[src/rtl/tx_sched.sv]
// Two-requester transmit scheduler: arbitrates A/B codewords, strobes the serializer and paces frames.
// Define TX_SCHED_FIXED_PRIO_EN for fixed A-over-B priority instead of round-robin.
module tx_sched #(
    parameter int FRAME_LEN = 17,
    parameter int GAP_LEN   = 0
) (
    input  logic        clk_sch,
    input  logic        rst_n_sch,
    input  logic        req_a_sch,
    input  logic [14:0] data_a_sch,
    output logic        gnt_a_sch,
    input  logic        req_b_sch,
    input  logic [14:0] data_b_sch,
    output logic        gnt_b_sch,
    output logic        enable_sch,
    output logic [14:0] msg_sch,
    output logic        busy_sch,
    output logic        done_sch,
    output logic        src_sch
);
    typedef enum logic [1:0] {IDLE, LOAD, SEND, GAP} state_t;

    localparam logic [4:0] SEND_LAST = 5'(FRAME_LEN - 1);
    localparam logic [4:0] GAP_LAST  = 5'((GAP_LEN > 0) ? GAP_LEN - 1 : 0);

    state_t     state, state_nxt;
    logic [4:0] cnt, cnt_nxt;
`ifndef TX_SCHED_FIXED_PRIO_EN
    logic       prio_b;
`endif

    always_comb begin
        state_nxt  = state;
        cnt_nxt    = cnt;
        gnt_a_sch  = 1'b0;
        gnt_b_sch  = 1'b0;
        enable_sch = 1'b0;
        done_sch   = 1'b0;
        case (state)
            IDLE: begin
                // grants are held off while reset is asserted, even though the state reads IDLE
                if (rst_n_sch) begin
`ifdef TX_SCHED_FIXED_PRIO_EN
                    gnt_a_sch = req_a_sch;
`else
                    gnt_a_sch = req_a_sch && (!req_b_sch || !prio_b);
`endif
                    gnt_b_sch = req_b_sch && !gnt_a_sch;
                end
                if (gnt_a_sch || gnt_b_sch) state_nxt = LOAD;
            end
            LOAD: begin
                enable_sch = 1'b1;
                cnt_nxt    = '0;
                state_nxt  = SEND;
            end
            SEND: begin
                if (cnt == SEND_LAST) begin
                    done_sch = 1'b1;
                    cnt_nxt  = '0;
                    if (GAP_LEN > 0) state_nxt = GAP;
                    else             state_nxt = IDLE;
                end else begin
                    cnt_nxt = cnt + 5'd1;
                end
            end
            GAP: begin
                if (cnt == GAP_LAST) begin
                    cnt_nxt   = '0;
                    state_nxt = IDLE;
                end else begin
                    cnt_nxt = cnt + 5'd1;
                end
            end
            default: state_nxt = IDLE;
        endcase
    end

    assign busy_sch = (state != IDLE);

    always_ff @(posedge clk_sch or negedge rst_n_sch) begin
        if (!rst_n_sch) begin
            state   <= IDLE;
            cnt     <= '0;
            msg_sch <= '0;
            src_sch <= 1'b0;
        end else begin
            state <= state_nxt;
            cnt   <= cnt_nxt;
            if (gnt_a_sch) begin
                msg_sch <= data_a_sch;
                src_sch <= 1'b0;
            end else if (gnt_b_sch) begin
                msg_sch <= data_b_sch;
                src_sch <= 1'b1;
            end
        end
    end

`ifndef TX_SCHED_FIXED_PRIO_EN
    // prio_b set means B wins the next tie
    always_ff @(posedge clk_sch or negedge rst_n_sch) begin
        if (!rst_n_sch)     prio_b <= 1'b0;
        else if (gnt_a_sch) prio_b <= 1'b1;
        else if (gnt_b_sch) prio_b <= 1'b0;
    end
`endif
endmodule
[config.mk]
export PLATFORM = sky130hd
export DESIGN_NAME = tx_sched
export DESIGN_NICKNAME = d
export VERILOG_FILES = /design/src/rtl/tx_sched.sv
export SDC_FILE = /design/constraint.sdc
export NUM_CORES = 1
export LEC_CHECK = 0
export ABC_AREA = 1
export CORE_MARGIN = 4
export CORE_UTILIZATION = 39
export CTS_BUF_LIST = sky130_fd_sc_hd__clkbuf_8
export DETAILED_ROUTE_END_ITERATION = 12
export GPL_TIMING_DRIVEN = 0
export MAX_ROUTING_LAYER = met4
export PLACE_DENSITY = 0.78
export SYNTH_ARGS = -nofsm -noshare
export SYNTH_HDL_FRONTEND = slang
export SYNTH_SLANG_ARGS = --single-unit
[constraint.sdc]
create_clock -name clk_sch -period 1.58 [get_ports clk_sch]
set_clock_uncertainty 0.2 [all_clocks]
set_input_delay 0.395 -clock clk_sch [delete_from_list [all_inputs] [get_ports clk_sch]]
set_output_delay 0.395 -clock clk_sch [all_outputs]
set_load 0.05 [all_outputs]
# Word level (Yosys, flattened, before mapping)
# Cells that the tools add are included.
# totals
register_bits	24
latchBits	0
mem_bits_rw	0
rom_bits	0
in_bits	34
out_inout_bits	21
elab_cells	48
memories	0
# op_classes
n_addsub	1
mul	0
n_div	0
order_cmp	0
n_eq_ne	7
shifts	0
muxes	22
bitwise	0
reduce_logical	13
# op_table
operator	n
two-way mux 15 bit	2
case mux 5 bit (3 select lines)	1
two-way mux 1 bit	13
two-way mux 5 bit	2
case mux 2 bit (4 select lines)	1
two-way mux 2 bit	3
inequality test 2 bit (second input constant)	3
adder 5 x 1 -> 5 bit (second input constant)	1
equality test 5 bit (second input constant)	1
zero test 5 bit	1
equality test 2 bit (second input constant)	2
nonzero test 2 bit	2
zero test 1 bit	3
AND reduction 3 bit	1
nonzero test 3 bit	1
equality test 2 x 1 -> 1 bit (second input constant)	1
logical AND 1 bit	2
zero test 2 bit	1
logical OR 1 bit	2

# Logic depth before layout (Yosys ltp)
# Gate-level depths: netlist of the first run.
# logic_depth
word_depth	10
depth_mapped	7
ltp_nobuf	7

# Least setup slack after synthesis of the first run
# OpenSTA, ideal clock, no wires.
# synth_path
kind	register to output
start	reg cnt[0]
end	out done_sch
arrival_ps	1319
setup_slack_ps	-334
stages_incl_launch_ff	5
path_buffers	0
path_cell_list	dfrtp_1 > inv_1 > ha_1 > nand2_1 > nor2_1
# synth_via
elab_chain_cells	3
# synth_lines
item	line_no	source
from (decl)	27	logic [4:0] cnt, cnt_nxt;
from (signal assigned)	89	cnt <= cnt_nxt;
equality test 5 bit	58	if (cnt == SEND_LAST) begin
two-way mux 1 bit	58	
two-way mux 1 bit	39	case (state)
to (decl)	18	output logic done_sch,
# No other way between the ends.

# Final worst setup path of the first run
# layout_path
start	reg state[0]
end	out gnt_b_sch
# layout_via
elab_chain_cells	2
# layout_lines
item	line_no	source
from (decl)	26	state_t state, state_nxt;
from (signal assigned)	88	state <= state_nxt;
zero test 2 bit	39	
two-way mux 1 bit	39	
to (decl)	14	output logic gnt_b_sch,
# No other way between the ends.

==> out/results.ini, run 1 <==
[synth]
synthDistinctLibCells=20
syn_area_sq_mm=0.00127
synth_area_leaders=dfrtp_1, nand2_1, nand3_1, inv_1, nor2_8
synth_warnings=0
synth-seq-area-share_pct=47.1
synth_flop_cell=dfrtp_1
synth_seq_cells=24
synth_edf_count=0
synthTopCellsByCount=nand2_1, nand3_1, dfrtp_1
synth.most_common_cell=nand2_1
synth_fp_nets=194
synthArstFlopShare_pct=100
netlist_instances=158
synth_top_cell_area_share_pct=47.1
syn_area_per_cell_sq_um=8.07
synth_top_area_cell=dfrtp_1

[place]
dp_slack_ns=-2.34
placed_area_sq_mm=0.00190
place.port_buffers=54
dp_hpwl_microns=2210
globalplace.congestion=0.757
placed_cells=256

[critical_path]
path_class=reg -> out
crit_fanout=4
required_ns=0.98
worstSetupEndpointType=output port
startpoint_type=flop
worst-r2r-cell-count=7
cp.arrival_ns=1.28

[cells_and_area]
stdcell_count=280
syn2layout_area_growth_pct=64.3
nNetsFinal=273
fin_area_sq_mm=0.00209
diodes=0
drive_gt1_share_pct=30.5

[drt]
vias=1330
drtIter0Drc=54
wl_per_cell_microns=12.5
firstDrtPassIters=4
drcViolationCount=0
drtAntennaViolNets=0
vias_per_cell=4.75
drt_wl_total_microns=3490

[die]
die_y_microns=65.2
die_x_microns=65.2
num_rows=20
initial_utilization_pct=41.4
coreArea_sq_mm=0.00308
num_io_pins=55
die-area_sq_mm=0.00425

[timing]
hold_viol_final=0
drv_slew=0
worst_hold_slack_ns=0.0259
post-route-period-util_pct=119
fmax_mhz=534
setup_slack_ns=-0.293
grt_setup_unrepaired=yes
setup_viol=17
worst_pin_slew_ns=0.575
max_slew_margin_pct=61.7
post-route-min-period_ns=1.87

[clock_tree]
clockRootBuffer=clkbuf_8
cts_tree=yes
clk_pin_slew_ns=0.08
h-tree-depth=1
insertion_delay_ns=0.27
cts_buffer_depth=2
cts.sinks=24
cts-buffers-inserted=3

[pwr]
power_frac_comb_pct=62.6
seqPwrFrac_pct=28.2
p_per_area_mw_per_mm2=1890
power.share.clock_pct=9.2
p_leak_nw=1.08
swShare_pct=50.6
p_int_mw=1.96
vdd_drop_max_uv=983
totalPowerFinal_mw=3.96
p_switching_mw=2.00

[status]
outcome=complete, but fails checks
violations=negative setup slack

[grt]
grt_max_degree=25
grt_pass1_wl_microns=5500
antenna_found_initial=0
grt_pass1_vias=1241
grt_overflow=0
grt_usage_pct=17.0

[worst_hold_path]
hold_path.class=in -> async

[flow_run]
cap_violations=0

sequential cells by signal, summed over array words and instances, names as in the netlist:
| signal | flops |
|---|---|
| src_sch | 1 |
| prio_b | 1 |
| msg_sch | 15 |
| state | 2 |
| cnt | 5 |
stage by stage:
step	utilization (%)	setup TNS [ns]
floorplan	-	-0.0614
global placement	61.6	-43.64
detailed placement	61.6	-43.23
CTS	65.9	-6.80
global route	68.0	-2.54
finish	68.0	-1.38
cell families after synthesis:
kind of cell | synth area share [%]
compound gates | 2.75
xor+xnor | 2.75
fa+ha+maj | 1.96
buf+inv | 9.32
flops | 47.1
simple gates | 36.1
final cells by class:
type	count	area, sq um
Timing Repair Buffer	75	648
Clock inverter	1	3.75
Tap cell	44	55.1
Multi-Input combinational cell	109	629
Buffer	2	18.8
Inverter	22	95.1
Clock buffer	3	41.3
Fill cell	259	983
Sequential cell	24	603
placed cells by master (no fill, tap or decap), types with 5 or more instances in the layout:
master,count
buf_6,5
buf_4,19
buf_2,16
inv_1,18
nand2_1,56
nand3_1,25
clkdlybuf4s50_1,30
dfrtp_1,22
worst max-delay path, stage by stage, from the launching register on:
cell	delay, ns
dfrtp_2	0.48
nor2_8	0.18
nand3_4	0.12
clkinv_4	0.08
buf_8	0.14
path summary, 6_finish.rpt:
| check | startpoint | endpoint | slack, ns |
|---|---|---|---|
| max in group asynchronous | rst_n_sch | state[1] | 0.74 |
| max | state[0] | gnt_b_sch | -0.29 |
| min | rst_n_sch | msg_sch[9] | 0.03 |
| max reg2reg | state[0] | msg_sch[10] | -0.02 |
| min in group clk_sch | msg_sch[13] | msg_sch[13] | 0.28 |
| min reg2reg | msg_sch[13] | msg_sch[13] | 0.28 |
metal layers:
metal  global-route usage [%]  wire length [microns]  vias up
met5                        -                      0        -
met2                     27.8                   1710       52
met4                     6.74                     51        0
li1                         -                      -      650
met1                     21.4                   1470      623
met3                     2.39                    258        5
timing repair:
item / CTS / global route
cloned: 0 / 0
hold buffers: 1 / 0
buffers inserted: 12 / 9
resized for setup: 125 / 30
pin swaps: 5 / 6
endpoints found under the setup margin: 63 / 51
hold endpoints to repair: 24 / 0
power groups by stage:
stage / sequential, mW / clock, mW / combinational (mW)
detailed placement: 1.14 / 0 / 2.15
finish: 1.11 / 0.365 / 2.48
CTS: 1.10 / 0.361 / 2.25
global route: 1.16 / 0.400 / 2.65
global placement: 1.13 / 0 / 2.13
floorplan: 1.79 / 0 / 0.785
No activity file was read; power rests on OpenSTA's default activity.
==> run 2: changes to the inputs <==
Settings changed: CORE_ASPECT_RATIO set to 1.4, CTS_CLUSTER_DIAMETER set to 50.
==> run 2 against run 1 <==
  * The flow still finishes with violations (negative setup slack)
  * Register-to-register slack improved by 0.04 ns
  * Non-clock buffer count fell by 1
  * Sequential cell count did not move
  * Sequential power barely moved
  * Worst hold slack improved by 0.25 ns
  * Design area fell by 0.12%
  * Critical endpoint is now gnt_a_sch
==> out/results.ini, run 2 (synthesis results as in run 1) <==
[worst_hold_path]
hold_path.class=reg -> reg

[pwr]
totalPowerFinal_mw=3.93
p_per_area_mw_per_mm2=1880
p_leak_nw=1.08
vdd_drop_max_uv=1050

[cells_and_area]
reg_top3=msg_sch (15), cnt (5), state (2)
post-route-util_pct=67.0
stdcell_count=274
nNetsFinal=272
largest_register=msg_sch
diodes=0
syn2layout_area_growth_pct=64.1
fin_area_sq_mm=0.00209
final_cell_mix=nand2_1, clkdlybuf4s50_1, nand3_1
final_common_cell=nand2_1
drive_gt1_share_pct=30.2
largest_reg_flops=15

[timing]
drv_slew=0
max_slew_margin_pct=81.8
hold_viol_final=0
setup_viol=5
worst_hold_slack_ns=0.277
post-route-min-period_ns=1.92
grt_setup_unrepaired=yes
setup_slack_ns=-0.335
tns_ns=-1.50
fmax_mhz=522
worst_pin_slew_ns=0.273
post-route-period-util_pct=121

[die]
initial_utilization_pct=40.8
die_y_microns=75.7
num_io_pins=55
coreArea_sq_mm=0.00312
die-area_sq_mm=0.00426
num_rows=24
die_x_microns=56.3

[grt]
grt_overflow=0
antenna_found_initial=0
grt_usage_pct=16.7
grt_pass1_vias=1168
grt_max_degree=28
grt_pass1_wl_microns=5330

[status]
outcome=complete, but fails checks
violations=negative setup slack

[place]
placed_cells=251
placed_area_sq_mm=0.00189
dp_hpwl_microns=2290
dp_slack_ns=-2.39
globalplace.congestion=0.701
place.port_buffers=54

[drt]
dr_wl_met2_microns=2050
drt-met1-wl_microns=1310
top_layer_used=met4
vias=1290
drtAntennaViolNets=0
vias_per_cell=4.71
routed-wl-met3_microns=151
drt_wl_total_microns=3590
wl_per_cell_microns=13.1
firstDrtPassIters=4
drtIter0Drc=24
drcViolationCount=0

[clock_tree]
cts_buffer_depth=2
h-tree-depth=1
clk_pin_slew_ns=0.08
cts-buffers-inserted=3
cts_tree=yes
cts.sinks=24
insertion_delay_ns=0.27
clockRootBuffer=clkbuf_8

[critical_path]
cp.arrival_ns=1.32
path_class=reg -> out
startpoint_type=flop
reg2reg_slack_ns=0.02
crit_fanout=4
worstSetupEndpointType=output port
required_ns=0.98

[flow_run]
cap_violations=0

[run 2: cell types whose count changed in the layout (fill, tap and decap cells not counted), moves of 2 or more]
cell and delta:
o21ai_0 +2, inv_1 -2, buf_12 +2, inv_2 +2
[run 2: layout make-up]
class / count / area (sq um)
Clock buffer: 4 / 55.1
Inverter: 22 / 92.6
Sequential cell: 24 / 604
Buffer: 3 / 38.8
Multi-Input combinational cell: 109 / 613
Fill cell: 266 / 1030
Timing Repair Buffer: 73 / 639
Tap cell: 39 / 48.8
[run 2: routing by layer]
metal | vias to the layer above | GRT usage (%)
li1 | 643 | -
met3 | 9 | 2.03
met4 | 0 | 7.39
met5 | - | -
met2 | 40 | 30.3
met1 | 598 | 18.6
[run 2: critical path: stages, from the launching register on]
cell     delay [ns]
dfrtp_2        0.46
nor2_8         0.20
inv_6          0.06
nor2_8         0.10
buf_12         0.11
buf_12         0.12
[run 2: final timing paths]
kind / start / to / cells past startpoint
min reg2reg: src_sch / src_sch / 2
max: state[0] / gnt_a_sch / 5
min in group asynchronous: rst_n_sch / cnt[1] / 3
max in group asynchronous: rst_n_sch / state[1] / 3
min: src_sch / src_sch / 2
max reg2reg: state[0] / msg_sch[13] / 8
[run 2: what timing repair did]
item / 4_1_cts / 5_1_grt
endpoints found under the hold margin: 24 / 24
gates resized for setup: 133 / 10
setup endpoints to repair: 63 / 21
pin swaps: 3 / 3
setup buffers: 9 / 9
[run 2: power breakdown]
part	switching (mW)	leakage, nW	internal [mW]
Combinational	1.56	0.751	0.831
Sequential	0.221	0.296	0.902
Clock	0.192	0.0288	0.223
